[src/rtl/axi_pkg.sv]
// Shared AXI4 constants and the bridge state encoding, imported by the bridge and by
// wstrb_gen (which the d-cache also reuses).
package axi_pkg;

  typedef enum logic [2:0] {
    StIdle,
    StRdA,
    StRdD,
    StWrAw,
    StWrB
  } bridge_state_e;

  localparam logic [1:0] AXI_BURST_INCR = 2'b01;
  localparam logic [1:0] AXI_RESP_OKAY  = 2'b00;

  localparam logic [1:0] SIZE_BYTE = 2'd0;
  localparam logic [1:0] SIZE_HALF = 2'd1;
  localparam logic [1:0] SIZE_WORD = 2'd2;

endpackage

[src/rtl/wstrb_gen.sv]
// Combinational byte-lane strobe from access size and the low address bits.
// Half-word accesses are aligned down to an even lane pair; size 3 behaves as a word.
module wstrb_gen
  import axi_pkg::*;
(
  input  logic [1:0] size,
  input  logic [1:0] addr_lo,
  output logic [3:0] wstrb
);

  always_comb begin
    wstrb = 4'b1111;
    case (size)
      SIZE_BYTE: wstrb = 4'b0001 << addr_lo;
      SIZE_HALF: wstrb = 4'b0011 << {addr_lo[1], 1'b0};
      default:   wstrb = 4'b1111;
    endcase
  end

endmodule

[src/rtl/sram_axi_bridge.sv]
// sram-like responder to single-beat AXI4 master, one transaction in flight at a time.
// Define SRAM_AXI_BRIDGE_ERR_EN to add the err output flagging non-OKAY responses.
module sram_axi_bridge
  import axi_pkg::*;
#(
  parameter logic [3:0]  AXI_ID     = 4'd0,
  parameter int unsigned ADDR_WIDTH = 32,
  parameter int unsigned DATA_WIDTH = 32
) (
  input  logic                    clk,
  input  logic                    rst,
  // sram-like side
  input  logic                    req,
  input  logic                    wr,
  input  logic [1:0]              size,
  input  logic [ADDR_WIDTH-1:0]   addr,
  input  logic [DATA_WIDTH-1:0]   wdata,
  output logic [DATA_WIDTH-1:0]   rdata,
  output logic                    addr_ok,
  output logic                    data_ok,
`ifdef SRAM_AXI_BRIDGE_ERR_EN
  output logic                    err,
`endif
  // AXI read address
  output logic [ADDR_WIDTH-1:0]   araddr,
  output logic [7:0]              arlen,
  output logic [2:0]              arsize,
  output logic [1:0]              arburst,
  output logic [3:0]              arid,
  output logic                    arvalid,
  input  logic                    arready,
  // AXI read data
  input  logic [DATA_WIDTH-1:0]   rdata_m,
  input  logic [1:0]              rresp,
  input  logic                    rlast,
  input  logic [3:0]              rid,
  input  logic                    rvalid,
  output logic                    rready,
  // AXI write address
  output logic [ADDR_WIDTH-1:0]   awaddr,
  output logic [7:0]              awlen,
  output logic [2:0]              awsize,
  output logic [1:0]              awburst,
  output logic [3:0]              awid,
  output logic                    awvalid,
  input  logic                    awready,
  // AXI write data
  output logic [DATA_WIDTH-1:0]   wdata_m,
  output logic [DATA_WIDTH/8-1:0] wstrb,
  output logic                    wlast,
  output logic                    wvalid,
  input  logic                    wready,
  // AXI write response
  input  logic [1:0]              bresp,
  input  logic [3:0]              bid,
  input  logic                    bvalid,
  output logic                    bready
);

  bridge_state_e          state_q, state_d;
  logic [ADDR_WIDTH-1:0]  addr_q;
  logic [1:0]             size_q;
  logic [DATA_WIDTH-1:0]  wdata_q;
  logic                   aw_done_q, aw_done_d;
  logic                   w_done_q, w_done_d;

  always_ff @(posedge clk) begin
    if (rst) begin
      state_q   <= StIdle;
      addr_q    <= '0;
      size_q    <= '0;
      wdata_q   <= '0;
      aw_done_q <= 1'b0;
      w_done_q  <= 1'b0;
    end else begin
      state_q   <= state_d;
      aw_done_q <= aw_done_d;
      w_done_q  <= w_done_d;
      if (addr_ok) begin
        addr_q  <= addr;
        size_q  <= size;
        wdata_q <= wdata;
      end
    end
  end

  // All handshake outputs are forced low while rst is high, regardless of state.
  always_comb begin
    state_d   = state_q;
    aw_done_d = aw_done_q;
    w_done_d  = w_done_q;
    addr_ok   = 1'b0;
    data_ok   = 1'b0;
    rdata     = '0;
    arvalid   = 1'b0;
    rready    = 1'b0;
    awvalid   = 1'b0;
    wvalid    = 1'b0;
    bready    = 1'b0;
    if (!rst) begin
      unique case (state_q)
        StIdle: begin
          addr_ok = req;
          if (req) begin
            state_d   = wr ? StWrAw : StRdA;
            aw_done_d = 1'b0;
            w_done_d  = 1'b0;
          end
        end
        StRdA: begin
          arvalid = 1'b1;
          if (arready) state_d = StRdD;
        end
        StRdD: begin
          rready = 1'b1;
          if (rvalid) begin
            data_ok = 1'b1;
            rdata   = rdata_m;
            state_d = StIdle;
          end
        end
        StWrAw: begin
          awvalid   = !aw_done_q;
          wvalid    = !w_done_q;
          aw_done_d = aw_done_q | (awvalid & awready);
          w_done_d  = w_done_q | (wvalid & wready);
          if (aw_done_d && w_done_d) begin
            state_d   = StWrB;
            aw_done_d = 1'b0;
            w_done_d  = 1'b0;
          end
        end
        StWrB: begin
          bready = 1'b1;
          if (bvalid) begin
            data_ok = 1'b1;
            state_d = StIdle;
          end
        end
        default: state_d = StIdle;
      endcase
    end
  end

  assign araddr  = addr_q;
  assign arlen   = 8'd0;
  assign arsize  = {1'b0, size_q};
  assign arburst = AXI_BURST_INCR;
  assign arid    = AXI_ID;

  assign awaddr  = addr_q;
  assign awlen   = 8'd0;
  assign awsize  = {1'b0, size_q};
  assign awburst = AXI_BURST_INCR;
  assign awid    = AXI_ID;

  assign wdata_m = wdata_q;
  assign wlast   = 1'b1;

  wstrb_gen u_wstrb_gen (
    .size    (size_q),
    .addr_lo (addr_q[1:0]),
    .wstrb   (wstrb)
  );

  // Single beat with a fixed ID: rlast/rid/bid carry no information here.
`ifdef SRAM_AXI_BRIDGE_ERR_EN
  assign err = data_ok &&
               ((state_q == StRdD) ? (rresp != AXI_RESP_OKAY) : (bresp != AXI_RESP_OKAY));
  logic unused_inputs;
  assign unused_inputs = ^{rlast, rid, bid};
`else
  logic unused_inputs;
  assign unused_inputs = ^{rlast, rid, bid, rresp, bresp};
`endif

endmodule

[config.mk]
export PLATFORM = sky130hd
export DESIGN_NAME = sram_axi_bridge
export DESIGN_NICKNAME = d
export VERILOG_FILES = /design/src/rtl/axi_pkg.sv /design/src/rtl/wstrb_gen.sv /design/src/rtl/sram_axi_bridge.sv
export SDC_FILE = /design/constraint.sdc
export NUM_CORES = 1
export LEC_CHECK = 0
export CORE_AREA = 2 2 113 115
export DETAILED_ROUTE_END_ITERATION = 12
export DIE_AREA = 0 0 115 117
export GPL_ROUTABILITY_DRIVEN = 0
export HOLD_SLACK_MARGIN = 0.12
export PLACE_DENSITY = 0.72
export RECOVER_POWER = 100
export SYNTH_ARGS = -nofsm -noshare
export SYNTH_HDL_FRONTEND = slang
export SYNTH_SLANG_ARGS = --single-unit
[constraint.sdc]
create_clock -name clk -period 1.7 [get_ports clk]
set_input_delay 0.34 -clock clk [delete_from_list [all_inputs] [get_ports clk]]
set_output_delay 0.34 -clock clk [all_outputs]
set_load 0.01 [all_outputs]
Word level (Yosys, flattened, before mapping)
Index checks and enable logic that the tools add are counted.

word-level totals
  output and inout port bits = 174
  word-level logic and storage cells = 62
  input port bits = 120
  flip-flop bits (word level) = 71

operators by class
  equality and inequality tests = 10
  reduce and logical (&&, ||, !) cells = 8
  shifts and indexed selects = 2
  bitwise operators = 4
  mux-type cells = 32

operator list
  cell                                                                   count
  32-bit 2-to-1 mux                                                      3
  1-bit 2-to-1 mux                                                       18
  3-bit 2-to-1 mux                                                       5
  3-bit case mux with 5 select lines                                     1
  2-bit inequality test, second input constant                           5
  4-bit case mux with 2 select lines                                     1
  3-bit by 2-bit equality test with 1-bit output, second input constant  2
  1-bit case mux with 2 select lines                                     3
  5-bit AND reduction                                                    1
  1-bit by 2-bit left shift with 4-bit output, first input constant      1
  2-bit by 2-bit left shift with 4-bit output, first input constant      1
  3-bit by 1-bit equality test with 1-bit output, second input constant  1
  3-bit equality test, second input constant                             1
  3-bit zero test                                                        1
  1-bit bitwise AND                                                      2
  2-bit by 1-bit equality test with 1-bit output, second input constant  1
  1-bit zero test                                                        2
  2-bit zero test                                                        1
  2-bit 2-to-1 mux                                                       1
  1-bit OR                                                               2
  2-bit AND reduction                                                    1
  2-bit nonzero test                                                     1
  1-bit logical AND                                                      1

Logic depth before layout (Yosys ltp)
  word-level depth = 6
  depth in mapped cells = 6
  gate-level depth less buffers = 3

Cells and area by module
Synthesis repeated with hierarchy kept, for this count alone.

second synthesis, totals
  cells, all modules = 444
  area, all modules = 3470.8 sq um

modules (own cells, without submodules)
  module           seq. area each (sq um)  instances  area an instance (sq um)  cells an instance
  sram_axi_bridge  1421.4                  1          3419.5                    437
  wstrb_gen        0.0                     1          51.3                      7

Worst setup path after synthesis
OpenSTA, ideal clock, no wires.

  path kind = reg2out
  start point = register state_q[2]
  end point = output data_ok
  data required time = 1.360 ns
  buffers on the path = 1
  arrival time = 1.420 ns
  cell stages (with the launch flop) = 5
  path slack = -0.060 ns
  cell sequence = dfxtp_1 > clkbuf_1 > or3b_2 > nor2_1 > a21o_1

between the ends
  longest elaborated chain between the ends = 3
  elaborated cells on any way between the ends = 4
  those cells by class = eq/ne: 2; mux: 2

RTL lines
  element                                                                                RTL line                RTL
  from (decl)                                                                            sram_axi_bridge.sv:60   bridge_state_e state_q, state_d;
  from (signal assigned)                                                                 sram_axi_bridge.sv:69   state_q <= StIdle;
  from (signal assigned)                                                                 sram_axi_bridge.sv:76   state_q <= state_d;
  3-bit equality test or 3-bit by 2-bit equality test with 1-bit output (tied branches)  sram_axi_bridge.sv:101  unique case (state_q)
  1-bit case mux with 2 select lines *                                                   sram_axi_bridge.sv:101
  1-bit 2-to-1 mux *                                                                     sram_axi_bridge.sv:100  if (!rst) begin
  to (decl)                                                                              sram_axi_bridge.sv:20   output logic data_ok,

Every way passes the cells marked *; elsewhere a longest branch is shown, timed or not.

Final worst setup path
  start point = register state_q[0]
  end point = output rdata[31]

between the ends
  longest elaborated chain between the ends = 3

RTL lines
  element                                         RTL line                RTL
  3-bit by 2-bit equality test with 1-bit output  sram_axi_bridge.sv:101
  32-bit 2-to-1 mux                               sram_axi_bridge.sv:101
  32-bit 2-to-1 mux                               sram_axi_bridge.sv:100
  to (decl)                                       sram_axi_bridge.sv:18   output logic [DATA_WIDTH-1:0] rdata,

No other way between the ends.

==> results by group <==
Run status
  • Status: finished with violations
  • Failing checks: negative setup slack

Timing
  • Final slew viol count: 0
  • Unrepaired setup endpoints after global routing: yes
  • Worst setup margin: -132.9 ps
  • Final Skew: 4.417 ps
  • Slew headroom: 0.6449
  • Final hold vios: 0
  • Minimum clock period: 1833 ps
  • Peak Freq: 545.6 MHz
  • Final Cycle Share: 1.078
  • Count of final setup violators: 57
  • Worst Tran Pin Value: 532.6 ps

Worst setup path
  • WP buf/inv: 2
  • Critical path endpoint category: output pin
  • Crit. path cell count: 5
  • CP most frequent cell: buf_6
  • CP max FO: 8
  • Critical Path, Cell by Cell: nor2_2 > and4b_4 > buf_6 > and2_4 > buf_6
  • CP top delay family: simple AND/OR/NAND/NOR gates
  • R2R setup slack: -40 ps
  • CP Launch Type: flop
  • Critical path's largest stage delay: 360 ps
  • Critical register-to-register path startpoint: state_q[0]$_SDFFE_PP0P_
  • Reg-to-Reg End: wdata_m[20]$_SDFFE_PP0P_
  • CP Launch Point: state_q[0]$_SDFFE_PP0P_
  • CP Capture Point: rdata[31]
  • R2r worst-path depth: 9
  • Crit path DAT: approximately 1500 ps
  • CP required: 1360 ps
  • Worst path slowest cell: dfxtp_4
  • WS Path Type: reg2out

Yosys
  • EDFF count, synth: 0
  • Predominant post-synthesis flop cell: dfxtp_1
  • Synthesized area: 3407 um^2
  • Mapped Cells: 442
  • Seq/Total Area, Yosys: 0.4172
  • Yosys reg bits: 71
  • Async set-reset flop share out of synthesis: 0
  • Synth cell types: 31
  • Post-Syn Area per Cell: 7.708 um^2
  • Cell with the most instances after synthesis: nand2_1
  • Synth cell count leaders: 132 x nand2_1, 71 x dfxtp_1, 68 x a21oi_1, 66 x buf_4, 32 x and2_1
  • Area leader, netlist: dfxtp_1
  • Post-synth top area share: 0.4172
  • Syn. warnings: 0
  • Top post-synthesis cells by area: dfxtp_1 42%, buf_4 15%, nand2_1 15%, a21oi_1 10%, and2_1 5.9%

Drt
  • Final ANT Viol Nets: 0
  • Initial drt markers: 161
  • Vias per std cell: between 4 and 5
  • Via Count: ~3.7k
  • # DRC: 0
  • Routed WL: 13000 um
  • DR pass1 iterations: 4
  • Avg WL per Cell: 15.66 um

Final layout
  • Synth-to-layout area growth: 93.10%
  • Nets@finish: 795
  • ANT cells: 0
  • Share of cells above drive strength 1: 0.2750
  • Fin util: 0.5344

Power
  • Peak supply drop: 616.9 uV
  • Power per Cell Area: 826.2 nW/um^2
  • Leak: around 2.6 nW

Die
  • FP Rows: between 40 and 50
  • Die area: 13460 um^2
  • Core area: 12310 um^2
  • Ports: ~290
  • Initial Utilization: 0.2767
  • Die Wd: 115 um
  • Die Ht: 117 um

Place
  • DP Wirelength: 8356 um
  • Pre-CTS WS: -768.5 ps
  • Buffers on Ports: 249

Global routing
  • Vias in the first global route: 3409
  • GRT Resource Usage Total: 0.1610
  • First-pass GRT wire length: 17080 um
  • Largest net degree at the start of global routing: 69
  • Initial antenna violation count: 0
  • Grt ovf: 0

Clock network
  • CTS Buffer Depth: 2
  • Worst skew pair latency: roughly 320 ps
  • H-Tree Depth: 3
  • CTS root buffer: clkbuf_16
  • Sink Count: between 70 and 80
  • CTS tree: yes
  • CTS Buf Count: 9
  • CTS clk-pin slew, worst paths: about 60 ps

Run
  • Max Cap Viol: 0

Min path
  • Hold_sp: wdata_m[27]$_SDFFE_PP0P_
  • Hold Path Class: reg2reg
[layer usage]
metal,share of wire,track usage
met1,0.40,0.1882
met2,0.53,0.2847
met3,0.067,0.04943
met4,0.0077,0.04819
met5,0,0
[worst min path at each step]
stage	to	slack, ps	cells after the start
6_report	wdata_m[27]$_SDFFE_PP0P_	450	2
5_1_grt	wdata_m[5]$_SDFFE_PP0P_	460	2
4_1_cts	wdata_m[22]$_SDFFE_PP0P_	450	2
3_5_place_dp	wdata_m[21]$_SDFFE_PP0P_	450	2
3_3_place_gp	wdata_m[6]$_SDFFE_PP0P_	440	2
2_1_floorplan	wdata_m[0]$_SDFFE_PP0P_	480	2
[worst min-delay path, delay by kind of cell (launching register included)]
family | cells | cell delay, ps
and+or+nand+nor | 1 | 50
AOI/OAI and AO/OA | 1 | 50
DFF | 1 | 300
[logic make-up (layout without fill, tap and decap cells)]
| kind of cell | count (synthesis) | count (layout) | synth area share |
|---|---|---|---|
| other | 2 | 31 | 0.002204 |
| buffers and inverters | 96 | 305 | 0.1928 |
| flip-flops | 71 | 71 | 0.4172 |
| AO/OA/AOI/OAI | 80 | 80 | 0.1263 |
| AND/OR/NAND/NOR | 190 | 190 | 0.2527 |
| multiplexers | 3 | 3 | 0.008814 |
[flip-flops by register name, summed over array words and instances, names as in the netlist]
| signal | cells |
|---|---|
| araddr | 32 |
| aw_done_q | 1 |
| size_q | 2 |
| state_q | 3 |
| w_done_q | 1 |
| wdata_m | 32 |
[final cells by class]
cell class              instances  area (um^2)
clock buffers                  13        250.2
clock inverters                 3        42.54
fillers                      1129         5733
inverters                       1        3.754
multi-input cells             304         1750
flip-flops and latches         71         1433
well taps                     150        187.7
repair buffers                288         2912
[per-stage QoR]
step / TNS [ps] / cells / instance area [um^2] / total power, mW / hold slack (ps)
2_1_floorplan: 0 / 471 / 3520 / 2.621 / 476.0
3_3_place_gp: -49720 / 791 / 5707 / 3.267 / 440.7
3_5_place_dp: -51480 / 791 / 5707 / 3.300 / 446.4
4_1_cts: -5185 / 820 / 6181 / 5.235 / 454.0
5_1_grt: -9699 / 830 / 6579 / 5.693 / 464.3
6_report: -4207 / 830 / 6579 / 5.435 / 452.8
[cells in the final DEF, fill, tap and decap left out, types with 4 or more instances in the layout]
master / n
a21oi_1: 33
dfxtp_1: 64
a21oi_2: 35
o21bai_1: 4
and2_1: 11
conb_1: 31
buf_6: 34
dfxtp_2: 6
and2_4: 21
nand2_2: 21
buf_4: 16
dlygate4sd2_1: 5
clkbuf_16: 14
clkdlybuf4s50_1: 203
nand2_1: 111
nor2_1: 5
buf_2: 18
[report_power, final]
| group | total, mW | switching (mW) | internal [mW] |
|---|---|---|---|
| clock | 1.86 | 0.681 | 1.17 |
| combinational | 1.67 | 0.732 | 0.942 |
| sequential | 1.91 | 0.0983 | 1.81 |
[what timing repair did]
action | in CTS | in global routing
resized for setup | 222 | 83
setup endpoints to repair | 111 | 96
hold buffers | 0 | 0
gates cloned | 3 | 10
pin swaps | 22 | 27
setup buffers | 10 | 4
Power figures use the tool's default switching activity.
